--- src/rtl/stage_sequencer.sv ---
// Multi-cycle instruction stage sequencer: walks FETCH/DECODE/EXECUTE/MEMORY/WRITEBACK,
// issues registered stage-start pulses and write-back strobes, and traps stalls in ERROR.
module stage_sequencer #(
    parameter int TIMEOUT_CYCLES = 16,
    parameter int COUNT_WIDTH    = 16
) (
    input  logic                   clk,
    input  logic                   reset,
    input  logic                   start,
    input  logic                   halt,
    input  logic                   IF_kick_up,
    input  logic                   Controller_kick_up,
    input  logic                   Controller_memread,
    input  logic                   Controller_memwrite,
    input  logic                   Controller_regwrite,
    input  logic                   Controller_branch,
    input  logic                   EX_done,
    input  logic                   MEM_done,
    output logic                   fetch_start,
    output logic                   ex_start,
    output logic                   mem_start,
    output logic                   wb_en,
    output logic                   pc_update,
    output logic                   pc_branch,
    output logic                   busy,
    output logic [2:0]             state,
    output logic [COUNT_WIDTH-1:0] retired_count,
    output logic                   timeout_err
);

    localparam int WAIT_W = $clog2(TIMEOUT_CYCLES) + 1;
    localparam logic [WAIT_W-1:0] WAIT_LIMIT = WAIT_W'(TIMEOUT_CYCLES - 1);

    typedef enum logic [2:0] {
        ST_IDLE      = 3'd0,
        ST_FETCH     = 3'd1,
        ST_DECODE    = 3'd2,
        ST_EXECUTE   = 3'd3,
        ST_MEMORY    = 3'd4,
        ST_WRITEBACK = 3'd5,
        ST_ERROR     = 3'd7
    } state_t;

    // Latched decode controls: {memread, memwrite, regwrite, branch}
    localparam int CTL_MR = 3;
    localparam int CTL_MW = 2;
    localparam int CTL_RW = 1;
    localparam int CTL_BR = 0;

    state_t                 state_q, state_d;
    logic [WAIT_W-1:0]      wait_q, wait_d;
    logic [WAIT_W-1:0]      wait_inc_s;
    logic                   halt_pend_q, halt_pend_d;
    logic [3:0]             ctl_q, ctl_d;
    logic [COUNT_WIDTH-1:0] count_q, count_d;
    logic                   wait_lim_s;
    logic                   active_s;

    logic fetch_start_q, fetch_start_d;
    logic ex_start_q, ex_start_d;
    logic mem_start_q, mem_start_d;
    logic wb_en_q, wb_en_d;
    logic pc_update_q, pc_update_d;
    logic pc_branch_q, pc_branch_d;
    logic busy_q, busy_d;
    logic timeout_err_q, timeout_err_d;

    // Next-state, wait counter, halt/control latches and retire counter
    always_comb begin
        state_d    = state_q;
        wait_inc_s = wait_q;
        ctl_d      = ctl_q;
        count_d    = count_q;
        wait_lim_s = (wait_q == WAIT_LIMIT);
        active_s   = (state_q != ST_IDLE) && (state_q != ST_ERROR);

        case (state_q)
            ST_IDLE: begin
                if (start) begin
                    state_d = ST_FETCH;
                end else begin
                    state_d = ST_IDLE;
                end
            end
            ST_FETCH: begin
                if (IF_kick_up) begin
                    state_d = ST_DECODE;
                end else if (wait_lim_s) begin
                    state_d = ST_ERROR;
                end else begin
                    wait_inc_s = wait_q + WAIT_W'(1);
                end
            end
            ST_DECODE: begin
                if (Controller_kick_up) begin
                    ctl_d   = {Controller_memread, Controller_memwrite,
                               Controller_regwrite, Controller_branch};
                    state_d = ST_EXECUTE;
                end else if (wait_lim_s) begin
                    state_d = ST_ERROR;
                end else begin
                    wait_inc_s = wait_q + WAIT_W'(1);
                end
            end
            ST_EXECUTE: begin
                if (EX_done) begin
                    if (ctl_q[CTL_MR] || ctl_q[CTL_MW]) begin
                        state_d = ST_MEMORY;
                    end else begin
                        state_d = ST_WRITEBACK;
                    end
                end else if (wait_lim_s) begin
                    state_d = ST_ERROR;
                end else begin
                    wait_inc_s = wait_q + WAIT_W'(1);
                end
            end
            ST_MEMORY: begin
                if (MEM_done) begin
                    state_d = ST_WRITEBACK;
                end else if (wait_lim_s) begin
                    state_d = ST_ERROR;
                end else begin
                    wait_inc_s = wait_q + WAIT_W'(1);
                end
            end
            ST_WRITEBACK: begin
                count_d = count_q + COUNT_WIDTH'(1);
                if (halt_pend_q || halt) begin
                    state_d = ST_IDLE;
                end else begin
                    state_d = ST_FETCH;
                end
            end
            ST_ERROR: begin
                state_d = ST_ERROR;
            end
            default: begin
                state_d = ST_IDLE;
            end
        endcase

        // Any state change starts a fresh wait window
        if (state_d != state_q) begin
            wait_d = '0;
        end else begin
            wait_d = wait_inc_s;
        end

        if ((state_d == ST_IDLE) || (state_d == ST_ERROR)) begin
            halt_pend_d = 1'b0;
        end else if (halt && active_s) begin
            halt_pend_d = 1'b1;
        end else begin
            halt_pend_d = halt_pend_q;
        end
    end

    // Registered output values derived from the upcoming state
    always_comb begin
        fetch_start_d = (state_d == ST_FETCH)   && (state_q != ST_FETCH);
        ex_start_d    = (state_d == ST_EXECUTE) && (state_q != ST_EXECUTE);
        mem_start_d   = (state_d == ST_MEMORY)  && (state_q != ST_MEMORY);
        pc_update_d   = (state_d == ST_WRITEBACK);
        wb_en_d       = (state_d == ST_WRITEBACK) && ctl_d[CTL_RW];
        pc_branch_d   = (state_d == ST_WRITEBACK) && ctl_d[CTL_BR];
        busy_d        = (state_d != ST_IDLE) && (state_d != ST_ERROR);
        timeout_err_d = timeout_err_q || (state_d == ST_ERROR);
    end

    // State, counters and latches
    always_ff @(posedge clk or negedge reset) begin
        if (!reset) begin
            state_q     <= ST_IDLE;
            wait_q      <= '0;
            halt_pend_q <= 1'b0;
            ctl_q       <= 4'd0;
            count_q     <= '0;
        end else begin
            state_q     <= state_d;
            wait_q      <= wait_d;
            halt_pend_q <= halt_pend_d;
            ctl_q       <= ctl_d;
            count_q     <= count_d;
        end
    end

    // Output registers
    always_ff @(posedge clk or negedge reset) begin
        if (!reset) begin
            fetch_start_q <= 1'b0;
            ex_start_q    <= 1'b0;
            mem_start_q   <= 1'b0;
            wb_en_q       <= 1'b0;
            pc_update_q   <= 1'b0;
            pc_branch_q   <= 1'b0;
            busy_q        <= 1'b0;
            timeout_err_q <= 1'b0;
        end else begin
            fetch_start_q <= fetch_start_d;
            ex_start_q    <= ex_start_d;
            mem_start_q   <= mem_start_d;
            wb_en_q       <= wb_en_d;
            pc_update_q   <= pc_update_d;
            pc_branch_q   <= pc_branch_d;
            busy_q        <= busy_d;
            timeout_err_q <= timeout_err_d;
        end
    end

    assign fetch_start   = fetch_start_q;
    assign ex_start      = ex_start_q;
    assign mem_start     = mem_start_q;
    assign wb_en         = wb_en_q;
    assign pc_update     = pc_update_q;
    assign pc_branch     = pc_branch_q;
    assign busy          = busy_q;
    assign state         = state_q;
    assign retired_count = count_q;
    assign timeout_err   = timeout_err_q;

endmodule

--- config.mk ---
export PLATFORM = sky130hd
export DESIGN_NAME = stage_sequencer
export DESIGN_NICKNAME = d
export VERILOG_FILES = /design/src/rtl/stage_sequencer.sv
export SDC_FILE = /design/constraint.sdc
export NUM_CORES = 1
export LEC_CHECK = 0
export ABC_AREA = 0
export BUFFER_PORTS_ARGS = -buffer_cell sky130_fd_sc_hd__buf_2
export CORE_MARGIN = 1
export CORE_UTILIZATION = 40
export CTS_BUF_LIST = sky130_fd_sc_hd__clkbuf_16
export DETAILED_ROUTE_END_ITERATION = 8
export SLEW_MARGIN = 10
export SYNTH_ARGS = -nofsm -noshare
export SYNTH_HDL_FRONTEND = slang
export SYNTH_SLANG_ARGS = --single-unit
--- constraint.sdc ---
create_clock -name clk -period 2.5 [get_ports clk]
set_clock_uncertainty 0.15 [all_clocks]
set_input_delay 0.25 -clock clk [delete_from_list [all_inputs] [get_ports clk]]
set_output_delay 0.25 -clock clk [all_outputs]
set_load 0.01 [all_outputs]
==> results.md, run 1 <==
* TritonRoute pass-1 iters at 6
* Inserted Clock Buffers at 5
* Post-Syn Nets at 181
* Fin. Hold Viols at 0
* Wire per inst at between 10 and 15 um
* Fraction of registers with async set/reset at 100%
* Area of the multi-input gates at 901 um^2
* Layout Nets at between 200 and 250
* Mapped Cells at 166
* Leak Pwr at about 1.1 nW
* Grt total ovfl at 0
* DRC viols at 0
* Fmax at 425 MHz
* H-tree Lvls at 2
* Maximum vdd drop at approximately 0.57 mV
* Die width at 70.8 um
* GRT busiest layer: met2
* # IOs at 39
* Min-Delay Path Class: primary input to register
* CTS tree: done
* Met2 Track Usage GR at 27.5%
* Avg Cell Area, Syn at 11.4 um^2
* Max_cap viols at 0
* Post-synth cell types at 50
* Row count at 24
* WHS at ~0.067 ns
* Fin worst setup slack at 0.147 ns
* Sink Count at 37
* Synth Cell Area at ~1900 um^2
* Status: finished clean
* First-pass GRT wire length at approximately 6500 um
* Synth Warn # at 0
* Max_slew headroom at a little under half
* Post-Route WL at between 3000 and 4000 um
* GPL Wtd Cong at between 0.8 and 0.9
* RSZ-0062 raised after global routing: no
* N_diodes at 0
* Antenna violations before repair at 0
* Number of synthesized flops with an enable pin at 0
* Met1 Use GR at between 20 and 25%
* Fillers at about 410
* Largest area contributor in the netlist: dfrtp_1
* Worst-Margin Slew at 0.815 ns
* DR iter-0 viols at 78
* Max Slew Vio Count at 0
* Worst skew pair latency at between 0.2 and 0.3 ns
* Ranking of synthesized cells by area: dfrtp_1 49%, xnor2_1 6.9%, mux2_2 3.0%, nor2_1 2.4%, nand3_1 2.1%
* Routed Antenna Nets at 0
* # port buffers at 38
* Pwr dens at ~1100 nW/um^2
* Worst Setup Start Kind: register
* All-Layer GR Usage at 16.7%
* Worst EP required at around 2.5 ns
* Area grow syn2layout at 20.3%
* M3 GR Usage at approximately 5.0%
* Post-placement setup slack at 0.0937 ns
* Post-synth top area share at between 40 and 50%
* Worst Path Max Fanout at 5
* Initial core utilization at 42.6%
* Final Util at 51.2%
* Via-to-Cell Ratio at approximately 5.4
* Worst path arrival time at about 2.4 ns
* Critical path class: register to register
* Fraction of layout cells with a size suffix above 1 at approximately a third
* Core ar. at 4440 um^2
* Clock-pin slew on the worst setup and hold paths at ~0.05 ns
* Yosys reg bits at 37
* Die height at 70.8 um
* Crit share post-route at a little over nine tenths
* Longest Clk Path Bufs at 2
* Tmin final at approximately 2.4 ns
* Final setup viols at 0
* Commonest non-fill, non-tap cells in the layout: 38 x buf_2, 37 x dfrtp_1, 15 x xnor2_1
* Commonest non-fill, non-tap cell in the layout: buf_2
* CP Capture Type: register
* Largest net degree at the start of global routing at 38
* Vias at roughly 1400
* Storage cell area at between 900 and 1000 um^2
* Setup TNS at 0 ns
* Vias in the first global route at 1424
* Die area at 5010 um^2
* Register area share after synthesis at about half
* Root buffer cell: clkbuf_16
* Design Power at ~0.0024 W
* DP HPWL at ~2700 um
* Top_reg_cell synth: dfrtp_1
==> per-layer routing <==
layer,share of wire (%),vias to the layer above
met2,50,31
li1,-,678
met3,4.3,7
met4,1.2,0
met1,45,690
met5,0,-
==> power by group <==
part / switching (W) / leakage [nW] / internal [W]
clock: 0.000208 / 0.0685 / 0.000355
combinational: 0.000488 / 0.514 / 0.000438
sequential: 0.000204 / 0.487 / 0.000744
==> metrics by stage <==
stage               instance area [um^2]  std cells
global route                        2280        261
finish                              2280        261
global placement                    2110        250
floorplan                           1890        166
CTS                                 2250        258
detailed placement                  2110        250
==> sequential cells by signal (all words and copies together) (netlist names) <==
| signal | flops |
|---|---|
| retired_count | 16 |
| fetch_start | 1 |
| ctl_q | 4 |
| halt_pend_q | 1 |
| state | 3 |
| ex_start | 1 |
| timeout_err | 1 |
| pc_update | 1 |
| busy | 1 |
| pc_branch | 1 |
| wait_q | 5 |
| mem_start | 1 |
| wb_en | 1 |
==> worst max-delay path: stages, from the launching register on <==
cell	delay [ns]
dfrtp_1	0.40
ha_2	0.20
and3_1	0.18
ha_2	0.20
nor4bb_1	0.15
a221o_1	0.33
o31ai_2	0.20
o2111ai_2	0.22
a211oi_2	0.23
==> layout make-up <==
cell class | instances | area share, %
Clock inverter | 2 | 0.330
Tap cell | 52 | 2.86
Multi-Input combinational cell | 116 | 39.6
Clock buffer | 5 | 5.49
Timing Repair Buffer | 43 | 10.1
Sequential cell | 37 | 40.7
Inverter | 6 | 0.989
==> cells by family after synthesis <==
kind of cell    count (synthesis)  share of synthesized area, %
xor+xnor                       18                          8.33
compound gates                 29                          14.5
flops                          37                          48.9
simple gates                   59                          18.5
fa+ha+maj                       3                          1.98
buf+inv                        13                          3.77
mux                             7                          4.03
==> timing repair <==
| item | CTS | global route |
|---|---|---|
| hold buffers | 1 | 0 |
| hold endpoints to repair | 37 | 0 |
| gates resized for setup | 0 | 2 |
| setup endpoints to repair | 0 | 6 |
| buffers inserted | 0 | 3 |
==> worst paths after layout <==
kind                       cells after the start                   from                     to  slack, ns
setup reg to reg                               8  wait_q[0]$_DFFE_PN0P_  wait_q[4]$_DFFE_PN0P_       0.15
setup / recovery                               8  wait_q[0]$_DFFE_PN0P_  wait_q[4]$_DFFE_PN0P_       0.15
hold / removal                                 2     Controller_memread   ctl_q[3]$_DFFE_PN0P_       0.07
max in group asynchronous                      2                  reset   ctl_q[2]$_DFFE_PN0P_       1.23
hold reg to reg                                1  timeout_err$_DFF_PN0_  timeout_err$_DFF_PN0_       0.30
min in group asynchronous                      2                  reset  wait_q[1]$_DFFE_PN0P_       0.45
==> synthesized netlist by cell type (all sizes together), types with 2 or more instances <==
library cell,count
nand2,8
nor2b,4
a21o,3
nand4,4
a21oi,4
nand3b,3
nand2b,3
a211oi,5
and3,5
o211ai,2
or2,2
o21ai,4
xnor2,15
nor2,13
dfrtp,37
nand3,8
inv,6
xor2,3
buf,6
and4bb,2
ha,3
mux2,5
mux2i,2
Power figures use the tool's default switching activity.
==> run 2: changes to the inputs <==
- clock period: 2.5 -> 2.3 ns (I/O delays scaled with it)
==> run 2 against run 1 <==
Net effect: the flow now finishes with violations (design-rule violations); total power rose by 12%; die area unchanged; global-route usage shrank 0.39 points; non-clock buffer count up 4; setup slack worse by 0.097 ns; combinational power increased by 20%; critical path depth unchanged; final area up 2.4%; clock-buffer cell count did not move; sequential power is 7% higher; clock power increased by 7.3%.
==> results.md, run 2 (synthesized netlist as in run 1, its figures left out) <==
* Status: complete, but fails checks
* Violated checks: design-rule violations
* Min-Delay Path Class: primary input to register
* DR iter-0 viols at 58 (-26%)
* Row count at 24 (unchanged)
* Worst-Margin Slew at 0.779 ns (-0.0361 ns)
* Worst Path Max Fanout at 5 (unchanged)
* Inserted Clock Buffers at 5 (unchanged)
* Largest net degree at the start of global routing at 38 (unchanged)
* Die area at 5010 um^2 (unchanged)
* Met2 Track Usage GR at 28.1% (+0.64 points)
* Critical path class: register to register
* Crit share post-route at 97.8% (+3.7 points)
* Grt total ovfl at 0 (unchanged)
* Fin. Hold Viols at 0 (unchanged)
* Via-to-Cell Ratio at 5.33 (-1.0%)
* Worst path arrival time at 2.28 ns (-0.11 ns)
* Root buffer cell: clkbuf_16
* Max incr delay on CP at 0.38 ns (-0.02 ns)
* Layout Cells excl Fill at 265 (+1.5%)
* # port buffers at 38 (unchanged)
* Worst Setup Start Kind: register
* Max_slew headroom at 48.1% (+2.4 points)
* Commonest non-fill, non-tap cell in the layout: buf_2
* Leak Pwr at 1.09 nW (+2.3%)
* CP Capture Type: register
* CP bufs+invs at 0 (unchanged)
* Worst path cell trace: ha_2, and3_4, ha_4, nor4bb_1, a221o_1, o31ai_2, o2111ai_2, a211oi_2
* Fmax at 445 MHz (+4.6%)
* Initial core utilization at 42.6% (unchanged)
* Die width at 70.8 um (unchanged)
* Tmin final at 2.25 ns (-0.103 ns)
* Wire per inst at 14.6 um (about the same)
* Worst EP required at 2.33 ns (-0.21 ns)
* All-Layer GR Usage at 16.3% (-0.39 points)
* Post-Route WL at 3860 um (+1.5%)
* Commonest non-fill, non-tap cells in the layout: 38 x buf_2, 37 x dfrtp_1, 15 x xnor2_1
* Storage cell area at 926 um^2 (unchanged)
* Longest Clk Path Bufs at 2 (unchanged)
* CP max-delay cell: dfrtp_1
* Vias at 1413 (+0.50%)
* Clock-pin slew on the worst setup and hold paths at 0.05 ns (about the same)
* RSZ-0062 raised after global routing: yes
* DP HPWL at 2780 um (+1.4%)
* Final Util at 52.5% (+1.2 points)
* Area grow syn2layout at 23.2%
* Die height at 70.8 um (unchanged)
* Vias in the first global route at 1375 (-3.4%)
* Routed Antenna Nets at 0 (unchanged)
* GPL Wtd Cong at 0.958 (+13%)
* First-pass GRT wire length at 6380 um (-2.2%)
* N_diodes at 0 (unchanged)
* Maximum vdd drop at 0.767 mV (+35%)
* TritonRoute pass-1 iters at 6 (unchanged)
* Cell family with most CP delay: compound AO/OA/AOI/OAI gates
* Placed Cells at 253 (+1.2%)
* GRT busiest layer: met2
* Final setup viols at 0 (unchanged)
* Area of the multi-input gates at 926 um^2 (+2.8%)
* Layout Nets at 228 (+1.8%)
* Met1 Use GR at 19.9% (-0.72 points)
* Fillers at 428 (+3.9%)
* # IOs at 39 (unchanged)
* Number of flip-flops in the largest register at 16 (unchanged)
* DRC viols at 8 (+8)
* Fraction of layout cells with a size suffix above 1 at 36.2% (+2.7 points)
* Cell area after layout at 2330 um^2 (+2.4%)
* CTS tree: done
* H-tree Lvls at 2 (unchanged)
* Max Slew Vio Count at 0 (unchanged)
* Core ar. at 4440 um^2 (unchanged)
* Pwr dens at 1170 nW/um^2 (+9.1%)
* Antenna violations before repair at 0 (unchanged)
* Cell Area, Placed at 2130 um^2 (+1.2%)
* Max_cap viols at 0 (unchanged)
* Worst skew pair latency at 0.27 ns (about the same)
* M3 GR Usage at 4.70% (-0.28 points)
* Sink Count at 37 (unchanged)
-- run 2: metal layers --
layer,vias up,routed length [um]
met4,0,29
met2,45,1930
met5,-,0
met1,676,1700
met3,5,203
li1,687,-
-- run 2: area by class of cell --
| cell class | instances | share of cell area, % |
|---|---|---|
| flip-flops and latches | 37 | 39.7 |
| multi-input cells | 116 | 39.7 |
| repair buffers | 47 | 11.2 |
| clock buffers | 5 | 5.36 |
| well taps | 52 | 2.79 |
| inverters | 6 | 0.966 |
| clock inverters | 2 | 0.322 |
-- run 2: worst paths after layout --
path                                       startpoint                             to  slack, ns  cells past startpoint
worst max-delay path            wait_q[0]$_DFFE_PN0P_          wait_q[4]$_DFFE_PN0P_       0.05                      8
max in group asynchronous                       reset  retired_count[13]$_DFFE_PN0P_       1.08                      2
worst min-delay path               Controller_memread           ctl_q[3]$_DFFE_PN0P_       0.05                      2
min in group asynchronous                       reset          wait_q[0]$_DFFE_PN0P_       0.43                      2
worst min register to register  timeout_err$_DFF_PN0_          timeout_err$_DFF_PN0_       0.31                      1
worst max register to register  wait_q[0]$_DFFE_PN0P_          wait_q[4]$_DFFE_PN0P_       0.05                      8
-- run 2: per-stage QoR --
stage               hold WS (ns)  worst slack [ns]  power (W)  TNS (ns)
CTS                       0.0422            0.0127    0.00272         0
finish                    0.0455            0.0505    0.00272         0
global route              0.0402           -0.0569    0.00290    -0.110
global placement           0.199            0.0731    0.00203         0
floorplan                 -0.216            0.0696    0.00180         0
detailed placement         0.211           -0.0527    0.00206    -0.137
-- run 2: what timing repair did --
action	in CTS	in global routing
hold endpoints to repair	37	0
setup endpoints to repair	4	10
resized for setup	2	3
hold buffers	1	0
buffers inserted	3	1
pin swaps	0	2
-- run 2: power breakdown --
group | leakage, nW | switching, W | internal, W | total, W
logic | 0.539 | 0.000581 | 0.000531 | 0.00111
clock network | 0.0685 | 0.000219 | 0.000386 | 0.000605
registers | 0.487 | 0.000198 | 0.000809 | 0.00101
